**src/rtl/clock_pkg.sv**
```systemverilog
// Shared types and constants for the alarm clock mode sequencer:
// mode codes, field codes, range limits and the entry clamp.
package clock_pkg;

   typedef enum logic [2:0] {
      ST_RUN       = 3'b000,
      ST_SET_TIME  = 3'b101,
      ST_SET_ALARM = 3'b110,
      ST_RING      = 3'b111
   } st_e;

   typedef enum logic [1:0] {
      FLD_HOURS   = 2'b00,
      FLD_MINUTES = 2'b01,
      FLD_SECONDS = 2'b10
   } fld_e;

   localparam logic [5:0] MAX_HOURS  = 6'd23;
   localparam logic [5:0] MAX_MINSEC = 6'd59;

   // Full 6-bit compare before any truncation to the hours width.
   function automatic logic [5:0] clamp(fld_e f, logic [5:0] v);
      logic [5:0] lim;
      lim = (f == FLD_HOURS) ? MAX_HOURS : MAX_MINSEC;
      return (v > lim) ? lim : v;
   endfunction

   function automatic fld_e next_fld(fld_e f);
      fld_e n;
      case (f)
         FLD_HOURS:   n = FLD_MINUTES;
         FLD_MINUTES: n = FLD_SECONDS;
         default:     n = FLD_HOURS;
      endcase
      return n;
   endfunction

endpackage

```
**src/rtl/alarm_mode_ctrl_if.sv**
```systemverilog
// Load bus from the mode sequencer to the timekeeping counter:
// one-cycle strobe plus target field and value.
interface alarm_mode_ctrl_if;

   logic       t_load;
   logic [1:0] t_field;
   logic [5:0] t_val;

   modport master (
      output t_load,
      output t_field,
      output t_val
   );

   modport slave (
      input t_load,
      input t_field,
      input t_val
   );

endinterface

```
**src/rtl/alarm_mode_ctrl_btn_edge.sv**
```systemverilog
// Registered rising-edge pulse for a debounced button level.
// The previous-level flop resets high so a held button stays quiet.
module btn_edge (
   input  logic clk,
   input  logic rst_n,
   input  logic level,
   output logic rise
);

   logic prev_q;

   always_ff @(posedge clk or negedge rst_n) begin
      if (!rst_n) begin
         prev_q <= 1'b1;
         rise   <= 1'b0;
      end else begin
         prev_q <= level;
         rise   <= level & ~prev_q;
      end
   end

endmodule

```
**src/rtl/alarm_mode_ctrl.sv**
```systemverilog
// Alarm clock mode sequencer: button-driven mode/field FSM, alarm
// register commits, time-load strobes and a bounded ring timer.
module alarm_mode_ctrl
   import clock_pkg::*;
#(
   parameter int unsigned RING_SECS = 60
) (
   input  logic       clk,
   input  logic       rst_n,
   input  logic       tick_1hz,
   input  logic       mode_but,
   input  logic       nxt_but,
   input  logic       alarm_en,
   input  logic [5:0] in_time,
   input  logic [4:0] cur_h,
   input  logic [5:0] cur_m,
   input  logic [5:0] cur_s,
   output logic [2:0] state,
   output logic [1:0] field,
   output logic [4:0] a_hours,
   output logic [5:0] a_minutes,
   output logic [5:0] a_seconds,
   output logic       ring,
   alarm_mode_ctrl_if.master tl
);

   localparam int CW = $clog2(RING_SECS + 1);
   localparam logic [CW-1:0] RING_LOAD = CW'(RING_SECS);

   logic mode_r;
   logic nxt_r;

   btn_edge u_mode_edge (
      .clk   (clk),
      .rst_n (rst_n),
      .level (mode_but),
      .rise  (mode_r)
   );

   btn_edge u_nxt_edge (
      .clk   (clk),
      .rst_n (rst_n),
      .level (nxt_but),
      .rise  (nxt_r)
   );

   st_e           st_q, st_d;
   fld_e          fld_q, fld_d;
   logic          tl_q, tl_d;
   logic [1:0]    tf_q, tf_d;
   logic [5:0]    tv_q, tv_d;
   logic [4:0]    ah_q, ah_d;
   logic [5:0]    am_q, am_d;
   logic [5:0]    as_q, as_d;
   logic [CW-1:0] cnt_q, cnt_d;

   logic [5:0] val;
   logic       match;
   logic       last_fld;

   always_ff @(posedge clk or negedge rst_n) begin
      if (!rst_n) begin
         st_q  <= ST_RUN;
         fld_q <= FLD_HOURS;
         tl_q  <= 1'b0;
         tf_q  <= 2'b00;
         tv_q  <= 6'd0;
         ah_q  <= 5'd0;
         am_q  <= 6'd0;
         as_q  <= 6'd0;
         cnt_q <= '0;
      end else begin
         st_q  <= st_d;
         fld_q <= fld_d;
         tl_q  <= tl_d;
         tf_q  <= tf_d;
         tv_q  <= tv_d;
         ah_q  <= ah_d;
         am_q  <= am_d;
         as_q  <= as_d;
         cnt_q <= cnt_d;
      end
   end

   assign val      = clamp(fld_q, in_time);
   assign last_fld = (fld_q == FLD_SECONDS);
   assign match    = tick_1hz & alarm_en &
                     ({cur_h, cur_m, cur_s} == {ah_q, am_q, as_q});

   always_comb begin
      st_d  = st_q;
      fld_d = fld_q;
      tl_d  = 1'b0;
      tf_d  = tf_q;
      tv_d  = tv_q;
      ah_d  = ah_q;
      am_d  = am_q;
      as_d  = as_q;
      cnt_d = cnt_q;

      unique case (st_q)
         ST_RUN: begin
            fld_d = FLD_HOURS;
            if (mode_r) begin
               st_d = ST_SET_TIME;
            end else if (match) begin
               st_d  = ST_RING;
               cnt_d = RING_LOAD;
            end
         end

         ST_SET_TIME: begin
            if (mode_r) begin
               st_d  = ST_SET_ALARM;
               fld_d = FLD_HOURS;
            end else if (nxt_r) begin
               tl_d  = 1'b1;
               tf_d  = fld_q;
               tv_d  = val;
               fld_d = next_fld(fld_q);
               if (last_fld) st_d = ST_RUN;
            end
         end

         ST_SET_ALARM: begin
            if (mode_r) begin
               st_d  = ST_RUN;
               fld_d = FLD_HOURS;
            end else if (nxt_r) begin
               unique case (1'b1)
                  fld_q == FLD_HOURS:   ah_d = val[4:0];
                  fld_q == FLD_MINUTES: am_d = val;
                  default:              as_d = val;
               endcase
               fld_d = next_fld(fld_q);
               if (last_fld) st_d = ST_RUN;
            end
         end

         ST_RING: begin
            fld_d = FLD_HOURS;
            // Any button silences; the edge does nothing else.
            if (mode_r || nxt_r) begin
               st_d  = ST_RUN;
               cnt_d = '0;
            end else if (tick_1hz) begin
               if (cnt_q <= CW'(1)) begin
                  st_d  = ST_RUN;
                  cnt_d = '0;
               end else begin
                  cnt_d = cnt_q - 1'b1;
               end
            end
         end

         default: begin
            st_d  = ST_RUN;
            fld_d = FLD_HOURS;
            cnt_d = '0;
         end
      endcase
   end

   assign state      = st_q;
   assign field      = fld_q;
   assign a_hours    = ah_q;
   assign a_minutes  = am_q;
   assign a_seconds  = as_q;
   assign ring       = (st_q == ST_RING);
   assign tl.t_load  = tl_q;
   assign tl.t_field = tf_q;
   assign tl.t_val   = tv_q;

endmodule

```
**src/flat_wrapper.sv**
```systemverilog
// flat-port wrapper written by rule: the top's interface ports become plain ports
module alarm_mode_ctrl_flat import clock_pkg::*;
#(
   parameter int unsigned RING_SECS = 60
)
  (clk, rst_n, tick_1hz, mode_but, nxt_but, alarm_en, in_time, cur_h, cur_m, cur_s, state, field, a_hours, a_minutes, a_seconds, ring, tl_t_load, tl_t_field, tl_t_val);
  alarm_mode_ctrl_if tl_i ();
  input  logic clk;
  input  logic rst_n;
  input  logic tick_1hz;
  input  logic mode_but;
  input  logic nxt_but;
  input  logic alarm_en;
  input  logic [5:0] in_time;
  input  logic [4:0] cur_h;
  input  logic [5:0] cur_m;
  input  logic [5:0] cur_s;
  output logic [2:0] state;
  output logic [1:0] field;
  output logic [4:0] a_hours;
  output logic [5:0] a_minutes;
  output logic [5:0] a_seconds;
  output logic ring;
  output wire logic [$bits(tl_i.t_load)-1:0] tl_t_load;
  output wire logic [$bits(tl_i.t_field)-1:0] tl_t_field;
  output wire logic [$bits(tl_i.t_val)-1:0] tl_t_val;
  assign tl_t_load = tl_i.t_load;
  assign tl_t_field = tl_i.t_field;
  assign tl_t_val = tl_i.t_val;
  alarm_mode_ctrl #(.RING_SECS(RING_SECS)) u_core (.clk(clk), .rst_n(rst_n), .tick_1hz(tick_1hz), .mode_but(mode_but), .nxt_but(nxt_but), .alarm_en(alarm_en), .in_time(in_time), .cur_h(cur_h), .cur_m(cur_m), .cur_s(cur_s), .state(state), .field(field), .a_hours(a_hours), .a_minutes(a_minutes), .a_seconds(a_seconds), .ring(ring), .tl(tl_i));
endmodule
```
**config.mk**
```make
export PLATFORM = sky130hd
export DESIGN_NAME = alarm_mode_ctrl_flat
export DESIGN_NICKNAME = d
export VERILOG_FILES = /design/src/rtl/clock_pkg.sv /design/src/rtl/alarm_mode_ctrl_if.sv /design/src/rtl/alarm_mode_ctrl_btn_edge.sv /design/src/rtl/alarm_mode_ctrl.sv /design/src/flat_wrapper.sv
export SDC_FILE = /design/constraint.sdc
export NUM_CORES = 1
export LEC_CHECK = 0
export ABC_CLOCK_PERIOD_IN_PS = 3200
export BUFFER_PORTS_ARGS = -buffer_cell sky130_fd_sc_hd__buf_4
export CORE_ASPECT_RATIO = 1.25
export CORE_MARGIN = 10
export CORE_UTILIZATION = 30
export DETAILED_ROUTE_END_ITERATION = 8
export GPL_ROUTABILITY_DRIVEN = 0
export GPL_TIMING_DRIVEN = 0
export SETUP_SLACK_MARGIN = 0.2
export SLEW_MARGIN = 5
export SYNTH_ARGS = -nofsm -noshare
export SYNTH_HDL_FRONTEND = slang
export SYNTH_HIERARCHICAL = 1
export SYNTH_SLANG_ARGS = --single-unit
```
**constraint.sdc**
```tcl
create_clock -name clk -period 3.2 [get_ports clk]
set_input_delay 0.64 -clock clk [delete_from_list [all_inputs] [get_ports clk]]
set_output_delay 0.64 -clock clk [all_outputs]
set_load 0.01 [all_outputs]
```
==> results.toml <==
[timing]
fin_ws_ns = 0.6185
fin_crit_ns = 2.581
clock_skew_ns = 0.008101
fmax_mhz = 387.4
finalCritPeriodShare_pct = 80.67
finalSetupViolations = 0
hold_viol = 0
drv_slew = 0
tightest_slew_ns = 0.5130
tns_ns = 0
slew_headroom_pct = 65.80
rsz0062_at_grt = "false"

[clock_tree]
ctsRootBufferMaster = "clkbuf_8"
clock_sinks = 41
numCtsBuffers = 5
cts_tree = "yes"
clock_path_buffers = 2
clkLatencyLatePin_ns = 0.30
clkTransAtPathRegs_ns = 0.07
post-cts-setup-buffers = 0
cts.repair.resized = 0
cts_hold_buf = 0
h-tree-depth = 2

[detailed_routing]
dr.pass1.iters = 4
drt-total-wl_um = 5779
routedWlPerCell_um = 15.49
drt_iter0_markers = 53
drc = 0
ant_nets = 0
dr_total_vias = 1765
routed_via_density = 4.732

[worst_setup_path]
r2r_end = "u_core/a_minutes[5]$_DFFE_PN0P_"
critPathKind = "flip-flop to flip-flop"
reg2reg_slack_ns = 0.62
setup.worst_path.end = "u_core/a_minutes[5]$_DFFE_PN0P_"
timing.critical_path.from = "u_core/field[1]$_DFFE_PN0P_"
r2r-start = "u_core/field[1]$_DFFE_PN0P_"
cp.arrival_ns = 2.76
endpoint_kind = "flip-flop"
start_kind = "flip-flop"
required_ns = 3.38
critical_path.max_fanout = 10
reg2regPathDepth = 10

[grt]
grt-ovfl-total = 0
grt_pass1_wl_um = 9908
grt_pass1_vias = 1961
antenna_found_initial = 0
grt_use_total_pct = 10.63
grt_max_degree = 42

[power_and_ir_drop]
power_density_mw_per_mm2 = 637.3
p_leak_nw = 1.282
ir_worst_vdd_mv = 0.2767

[floorplan]
die_x_um = 97.05
dieHeight_um = 116.3
core_area_mm2 = 0.007313
placementRows = 35
initial_core_util_pct = 30.44
ios = 61
die-area_mm2 = 0.01129

[yosys]
synth_area_mm2 = 0.002226
synth_flop_cell = "dfrtp_1"
yosys.cell_types.count = 55
synthArstFlopShare_pct = 100.0
syn_area_per_cell_um2 = 10.45
synth-edff-count = 0
ys_ff_latch = 41
synthCells = 213
yosys_warnings = 6
ys_seq_area_share_pct = 46.21
synth_nets = 247

[run_status]
status = "finished, final reports clean"

[final_layout]
syn2layout_area_growth_pct = 29.45
layout.nets = 314
layout-drive-gt1-share_pct = 35.94
n_antenna_cell = 0

[flow_run]
maxCapViolCount = 0

[placed_design]
pre_cts_ws_ns = 0.6128
port_buffers = 60
hpwl_um = 4613

[worst_hold_path]
hold_path.class = "primary input to asynchronous set/reset pin"
[per-stage QoR]
stage / hold WS (ns) / power [mW] / util, % / cells / area [um^2]
finish: 0.3044 / 1.836 / 39.40 / 373 / 2882
global route: 0.3678 / 1.974 / 39.40 / 373 / 2882
CTS: 0.3304 / 1.865 / 39.40 / 373 / 2882
detailed placement: 0.4784 / 1.510 / 38.17 / 365 / 2791
global placement: 0.4755 / 1.491 / 38.17 / 365 / 2791
floorplan: 0.3444 / 1.223 / - / 213 / 2226
[registers in the layout, indices dropped and copies added, names as in the netlist]
name,cells
u_core/u_mode_edge/rise,1
u_core/u_nxt_edge/prev_q,1
u_core/tl.t_field,2
u_core/tl.t_val,6
u_core/tl.t_load,1
u_core/state,3
u_core/u_mode_edge/prev_q,1
u_core/cnt_q,6
u_core/a_minutes,6
u_core/u_nxt_edge/rise,1
u_core/field,2
u_core/a_hours,5
u_core/a_seconds,6
[power breakdown]
group          internal [mW]  total, mW  switching [mW]
Combinational          0.395      0.780           0.385
Sequential             0.623      0.707          0.0837
Clock                  0.176      0.349           0.173
Total                   1.19       1.84           0.642
[cell families (layout without fill, tap and decap cells)]
group,count (synthesis),in the layout,synth area share [%]
adders and majority gates,5,5,2.811
xor gates and xnor gates,18,18,7.083
muxes,12,12,5.959
AOI/OAI and AO/OA,49,49,15.29
and+or+nand+nor,72,72,18.89
buffers and inverters,16,84,3.766
DFF,41,41,46.21
[cell usage after synthesis (2+ instances only)]
cell      count  area share (%)
ha_1          5             2.8
nand4_1       2            0.56
and3_1        3            0.84
nor3_1        2            0.45
inv_1         6             1.0
o22a_1        4             1.6
mux2_2        9             4.6
o21a_1        2            0.67
o31a_1        2            0.79
nor2_1       27             4.6
nor3_2        3             1.3
a21oi_1      17             3.8
buf_6         2             1.0
buf_2         4            0.90
nand3_1       3            0.67
a21o_1        2            0.67
dfrtp_1      39              44
nor4_1        3            0.84
clkbuf_1      3            0.51
o21ai_0       9             2.0
o32a_1        2            0.90
nand3b_1      2            0.67
xor2_1       17             6.7
nor2b_4       2             1.2
mux2i_1       2            0.90
a31oi_1       2            0.56
dfstp_2       2             2.4
nand2_1      10             1.7
[layout by cell type (no fill, tap or decap), drive strengths merged, types with 2 or more instances in the layout]
master	count
buf	67
o32a	2
o21ai	10
ha	5
a21o	2
a21oi	17
nand4	3
o31a	2
mux2	10
nand3	4
mux2i	2
nand3b	2
or2	2
clkbuf	11
a31oi	2
o31ai	2
o21a	3
nor4	4
dfrtp	39
o22ai	2
and3	3
xor2	17
and2b	2
inv	6
nor3	5
nand2	11
nor2	28
dfstp	2
o22a	4
nor2b	3
[layer usage]
metal  share of wire, %  GRT usage, %  vias up
met5                  0             0        -
met4                2.0         5.123        0
met3                3.8         1.893        6
met2                 53         18.93       34
met1                 41         12.07      845
li1                   -             -      880
[worst min path at each step]
stage / endpoint / slack [ns] / depth (start not counted)
final: u_core/tl.t_val[4]$_DFFE_PN0P_ / 0.30 / 1
after detailed placement: u_core/tl.t_field[0]$_DFFE_PN0P_ / 0.48 / 1
after floorplan: u_core/a_hours[0]$_DFFE_PN0P_ / 0.34 / 0
after global routing: u_core/tl.t_val[4]$_DFFE_PN0P_ / 0.37 / 1
after global placement: u_core/u_mode_edge/rise$_DFF_PN0_ / 0.48 / 1
after CTS: u_core/tl.t_val[4]$_DFFE_PN0P_ / 0.33 / 1
[critical path, stage by stage, from the launching register on]
cell and delay (ns):
dfrtp_1 0.48, or2_2 0.32, clkbuf_1 0.15, inv_1 0.14, ha_1 0.26, a21oi_1 0.14
nor2_1 0.05, o22a_1 0.16, buf_2 0.19, mux2_2 0.31, mux2_2 0.26
[layout make-up]
class / count / area [um^2]
clock buffers: 8 / 90.09
multi-input cells: 156 / 1114
plain buffers: 10 / 61.31
repair buffers: 60 / 450.4
well taps: 92 / 115.1
fillers: 726 / 4432
inverters: 6 / 22.52
flip-flops and latches: 41 / 1028
Power figures use the tool's default switching activity.
